`src/rtl/rvlab_drp_responder.sv`:
```
// rvlab_drp_responder
// Slave end of the 7-series MMCM Dynamic Reconfiguration Port. It emulates the
// MMCM's DRP register file, the DRDY response timing and the LOCKED sequence.
// It also reports the CLKOUT0 divide that the emulated MMCM would currently
// produce.
//
// Optional feature: define RVLAB_DRP_RSP_ADDR_CHECK_EN to implement only
// addresses 0x00-0x4F. Accesses above that range still complete with DRDY.
// Such reads return 0 and such writes are dropped. Both set proto_err_o.
//
// Ports:
//   clk_i          DRP clock (DCLK)
//   rst_ni         asynchronous active-low reset
//   drp_en_i       DEN, one-cycle request strobe
//   drp_we_i       DWE, marks the request as a write
//   drp_adr_i      DADDR (7 bits)
//   drp_di_i       DI, write data (16 bits)
//   drp_rdy_o      DRDY, one-cycle completion pulse
//   drp_do_o       DO, read data, valid while drp_rdy_o=1, otherwise 0
//   mmcm_rst_i     emulated MMCM RST
//   locked_o       emulated LOCKED
//   clkout0_div_o  effective CLKOUT0 divide (1..128)
//   proto_err_o    sticky protocol-violation flag
module rvlab_drp_responder #(
    parameter int RDY_LATENCY = 4,
    parameter int LOCK_DELAY  = 64,
    parameter int DIV_DEFAULT = 18
) (
    input  logic        clk_i,
    input  logic        rst_ni,
    input  logic        drp_en_i,
    input  logic        drp_we_i,
    input  logic [6:0]  drp_adr_i,
    input  logic [15:0] drp_di_i,
    output logic        drp_rdy_o,
    output logic [15:0] drp_do_o,
    input  logic        mmcm_rst_i,
    output logic        locked_o,
    output logic [7:0]  clkout0_div_o,
    output logic        proto_err_o
);

    localparam int DIV_HIGH = DIV_DEFAULT / 2;
    localparam int DIV_LOW  = DIV_DEFAULT - DIV_HIGH;
    localparam logic [15:0] CLKREG1_RST = {4'b0001, 6'(DIV_HIGH), 6'(DIV_LOW)};

    typedef enum logic [1:0] {IDLE, BUSY, RESP} state_t;

    state_t      state;
    logic [3:0]  cnt;
    logic [6:0]  adr_q;
    logic        we_q;
    logic        ok_q;
    logic [15:0] di_q;
    logic [15:0] rd_q;
    logic [15:0] regs [128];
    logic [9:0]  lock_cnt;
    logic        adr_ok;
    logic [15:0] rd_now;

`ifdef RVLAB_DRP_RSP_ADDR_CHECK_EN
    assign adr_ok = (drp_adr_i <= 7'h4F);
`else
    assign adr_ok = 1'b1;
`endif

    assign rd_now = adr_ok ? regs[drp_adr_i] : 16'h0000;

    // The MMCM treats a zero counter field as 64. NO_COUNT bypasses the divider.
    function automatic logic [7:0] calc_div(input logic [15:0] clkreg1, input logic no_count);
        logic [7:0] high;
        logic [7:0] low;
        high = (clkreg1[11:6] == 6'd0) ? 8'd64 : {2'b00, clkreg1[11:6]};
        low  = (clkreg1[5:0]  == 6'd0) ? 8'd64 : {2'b00, clkreg1[5:0]};
        return no_count ? 8'd1 : 8'(high + low);
    endfunction

    // DRP transaction FSM and register file
    always_ff @(posedge clk_i or negedge rst_ni) begin
        if (!rst_ni) begin
            state       <= IDLE;
            cnt         <= '0;
            adr_q       <= '0;
            we_q        <= 1'b0;
            ok_q        <= 1'b0;
            di_q        <= '0;
            rd_q        <= '0;
            drp_rdy_o   <= 1'b0;
            drp_do_o    <= '0;
            proto_err_o <= 1'b0;
            for (int i = 0; i < 128; i++) begin
                regs[i] <= (i == 8) ? CLKREG1_RST : 16'h0000;
            end
        end else begin
            drp_rdy_o <= 1'b0;
            drp_do_o  <= '0;
            case (state)
                IDLE: begin
                    if (drp_en_i) begin
                        adr_q <= drp_adr_i;
                        we_q  <= drp_we_i;
                        ok_q  <= adr_ok;
                        di_q  <= drp_di_i;
                        rd_q  <= rd_now;
                        cnt   <= 4'(RDY_LATENCY - 1);
                        // Reconfiguring a running MMCM is a protocol error, but the write still lands.
                        if ((drp_we_i && !mmcm_rst_i) || !adr_ok) begin
                            proto_err_o <= 1'b1;
                        end
                        if (RDY_LATENCY == 1) begin
                            state     <= RESP;
                            drp_rdy_o <= 1'b1;
                            drp_do_o  <= drp_we_i ? 16'h0000 : rd_now;
                        end else begin
                            state <= BUSY;
                        end
                    end
                end
                BUSY: begin
                    if (drp_en_i) begin
                        proto_err_o <= 1'b1;
                    end
                    // drp_rdy_o is registered, so leave BUSY one count early.
                    if (cnt <= 4'd1) begin
                        state     <= RESP;
                        drp_rdy_o <= 1'b1;
                        drp_do_o  <= we_q ? 16'h0000 : rd_q;
                    end else begin
                        cnt <= cnt - 4'd1;
                    end
                end
                RESP: begin
                    if (drp_en_i) begin
                        proto_err_o <= 1'b1;
                    end
                    if (we_q && ok_q) begin
                        regs[adr_q] <= di_q;
                    end
                    state <= IDLE;
                end
                default: state <= IDLE;
            endcase
        end
    end

    // Lock sequencer and divide capture
    always_ff @(posedge clk_i or negedge rst_ni) begin
        if (!rst_ni) begin
            lock_cnt      <= '0;
            locked_o      <= 1'b0;
            clkout0_div_o <= 8'(DIV_DEFAULT);
        end else if (mmcm_rst_i) begin
            lock_cnt <= '0;
            locked_o <= 1'b0;
        end else if (lock_cnt != 10'(LOCK_DELAY)) begin
            lock_cnt <= lock_cnt + 10'd1;
            if (lock_cnt == 10'(LOCK_DELAY - 1)) begin
                locked_o <= 1'b1;
                // A write that commits on this same edge is not seen here.
                clkout0_div_o <= calc_div(regs[8], regs[9][6]);
            end
        end
    end

endmodule

```
`config.mk`:
```
export PLATFORM = sky130hd
export DESIGN_NAME = rvlab_drp_responder
export DESIGN_NICKNAME = d
export VERILOG_FILES = /design/src/rtl/rvlab_drp_responder.sv
export SDC_FILE = /design/constraint.sdc
export NUM_CORES = 2
export LEC_CHECK = 0
export BUFFER_PORTS_ARGS = -buffer_cell sky130_fd_sc_hd__buf_2
export CAP_MARGIN = 5
export CORE_ASPECT_RATIO = 0.7
export CORE_MARGIN = 2
export CORE_UTILIZATION = 45
export CTS_CLUSTER_SIZE = 10
export DETAILED_ROUTE_END_ITERATION = 10
export GPL_ROUTABILITY_DRIVEN = 1
export GPL_TIMING_DRIVEN = 1
export REMOVE_ABC_BUFFERS = 1
export SLEW_MARGIN = 20
export SYNTH_ARGS = -nofsm -noshare
export SYNTH_HDL_FRONTEND = slang
export SYNTH_SLANG_ARGS = --single-unit
```
`constraint.sdc`:
```
create_clock -name clk_i -period 2.41 [get_ports clk_i]
set_input_delay 0.482 -clock clk_i [delete_from_list [all_inputs] [get_ports clk_i]]
set_output_delay 0.482 -clock clk_i [all_outputs]
set_load 0.005 [all_outputs]
```
==> metrics.cfg <==
[synthesis]
ys_async_sr_fraction_pct=100
synth_enable_flop_cells=0
synth_cell_type_count=63
synth_warn=0
synth-seq-cells=2132
synth_cells=6145
synth_top_area_cell=dfrtp_1
synthFlopType=dfrtp_1
yosys.area.top_type_share_pct=54.9
synth_area_leaders=dfrtp_1, mux2_2, mux4_2
synthesis.area_per_instance_um2=15.8
sequential_area_share_after_synthesis_pct=55.1
area_of_the_mapped_netlist_mm2=0.0968

[global_routing]
globalRouteOverflowTotal=0
global_route_wire_length_before_repair_um=430000
global_route_total_usage_across_every_layer_pct=26.9
largest_net_degree_at_the_start_of_global_routing=130
number_of_antenna_violations_at_the_first_check_in_global_routing=13
grt_pass1_vias=60104

[timing]
setup_violations=0
rsz0062_at_grt=false
worst_case_setup_margin_in_the_final_layout_ns=0.0340
post-route-period-util_pct=98.6
final-hold-violation-count=0
post-route-min-period_ns=2.38
max_clock_freq_mhz=421
worst_slew_margin_rel_pct=32.9
tightest_slew_ns=0.996
pins_over_their_slew_limit=0
finalClockSkew_ns=0.0651

[drt]
routed_wire_length_per_instance_um=30.5
vias_after_detailed_routing=58159
drc=0
drt_first_iter_violations=5048
detail_route.vias_per_cell=6.06
drt_pre_antenna_iters=6
postRouteWirelength_um=293000
drtAntennaViolNets=0

[finish]
layout-drive-gt1-share_pct=57.3
finish.net_count=6720
post-route-util_pct=53.5
synthToLayoutAreaGrowth_pct=18.2
fillCellCount=17391
instances_no_fill=9597

[run]
maxCapViolations=0

[worst_setup_path]
cp_max_fo=2
data_required_time_at_the_worst_endpoint_ns=3.14
r2r.worst_path.cells=5
end_kind=flip-flop
cp-start-kind=flip-flop
cp_data_arrival_time_ns=3.10
worstSetupPathType=flip-flop to flip-flop

[clocking]
clockRootBuffer=clkbuf_16
clk_latency_ns=0.90
cts_tree=yes
h-tree-depth=4
clock_sinks=2132
clk_path_buf_depth=4
cts_buffers=241
worst_setup_hold_path_clk_slew_ns=0.06

[pwr]
power.share.clock_pct=35.0
leakage_nw=55.4
maximum_resistive_drop_on_vdd_mv=1.17
intPower_w=0.0635
power.share.combinational_pct=18.2
total_power_w=0.0913
power_per_cell_area_mw_per_mm2=798
p_seq_share_pct=46.8
p_switching_w=0.0278
sw_frac_of_total_pct=30.5

[place]
numPortBuffers=54
preCtsSetupSlack_ns=-1.12
dp_hpwl_um=196000
place_inst=9287
gp_congestion=0.954

[floorplan]
row_count=142
die_width_um=558
core_region_area_mm2=0.214
die_height_um=392
design.die.area_mm2=0.219
start_util_pct=45.2
io_pins=55

[hold_path]
class_of_the_tightest_hold_or_removal_check=input pin to flip-flop
whs_path_depth=3

[status]
run_status=completed

-- metrics by stage --
step                area, µm²  hold WS (ns)  TNS [ns]
floorplan               94200         0.186     -6.98
global placement       108000         0.452    -13.86
detailed placement     108000         0.460    -13.58
CTS                    114000        0.0548   -0.0433
global route           114000        0.0804         0
finish                 114000        0.0705         0
-- repair_timing --
item                       CTS  global route
pin swaps                    0             4
setup buffers                1             1
gates resized for setup     11            41
cloned                       0             5
setup endpoints to repair   23           157
hold buffers                19             0
hold endpoints to repair   296             0
-- critical path: stages (launching register included) --
cell and delay, ns:
dfrtp_1 0.37, mux4_2 0.46, mux2i_1 0.70, a2111oi_0 0.36
a22oi_1 0.22, nand4_1 0.11
-- Yosys cell counts, drive strengths merged (27+ instances only) --
| library cell | number |
|---|---|
| a21oi | 27 |
| a22oi | 51 |
| buf | 177 |
| clkbuf | 394 |
| dfrtp | 2125 |
| mux2 | 2091 |
| mux2i | 93 |
| mux4 | 545 |
| nand2 | 136 |
| nand3 | 28 |
| nor2 | 116 |
| nor2b | 31 |
| o21ai | 41 |
-- per-layer routing --
layer	global-route usage, %	part of all wire, %	vias to the layer above
met5	0	0.0062	-
met4	7.28	2.9	4
met1	41.9	47	32106
met2	38.0	42	1735
met3	5.55	7.3	443
li1	-	-	23871
-- cell families after synthesis --
logic type / synth area share [%]
flip-flops: 55.1
multiplexers: 38.0
adder cells (fa/ha/maj): 0.215
AND/OR/NAND/NOR: 2.03
AO/OA/AOI/OAI: 1.80
buffers and inverters: 2.76
XOR/XNOR: 0.0905
-- final cells by class --
type / count / area (µm²) / area share (%)
flip-flops and latches: 2132 / 53400 / 46.7
multi-input cells: 3419 / 41100 / 35.9
repair buffers: 859 / 9870 / 8.62
clock buffers: 267 / 6200 / 5.42
well taps: 2880 / 3600 / 3.15
clock inverters: 10 / 146 / 0.128
inverters: 23 / 86.3 / 0.0755
diodes: 7 / 17.5 / 0.0153
-- sequential cells by signal (all words and copies together), names as in the netlist --
name / count
regs: 2048
di_q: 16
drp_do_o: 16
rd_q: 16
lock_cnt: 10
clkout0_div_o: 8
adr_q: 7
cnt: 4
state: 2
drp_rdy_o: 1
locked_o: 1
ok_q: 1
proto_err_o: 1
we_q: 1
-- cell usage in the layout (no fill, tap or decap), types with 50 or more instances in the layout --
cell,n
dfrtp_1,2107
mux2_2,2090
mux4_2,545
buf_4,511
buf_12,269
clkbuf_16,247
nand2_1,131
mux2i_1,92
nor2_1,60
nor2_2,52
a22oi_1,50
-- worst paths after layout --
path,startpoint,end,slack (ns)
worst min register to register,clkout0_div_o[6],clkout0_div_o[6],0.47
worst max register to register,regs[653],rd_q[13],0.03
min in group asynchronous,rst_ni,regs[1558],0.19
worst max-delay path,regs[653],rd_q[13],0.03
worst min-delay path,mmcm_rst_i,lock_cnt[6],0.07
max in group asynchronous,rst_ni,regs[1561],1.17
-- power by group through the flow --
| stage | Clock [W] | Sequential, W | Combinational (W) |
|---|---|---|---|
| after detailed placement | 0 | 0.0432 | 0.0164 |
| final | 0.0320 | 0.0427 | 0.0166 |
| after CTS | 0.0327 | 0.0426 | 0.0165 |
| after global routing | 0.0341 | 0.0430 | 0.0177 |
| after floorplan | 0 | 0.0430 | 0.00568 |
| after global placement | 0 | 0.0430 | 0.0161 |
No activity file was read; power rests on OpenSTA's default activity.
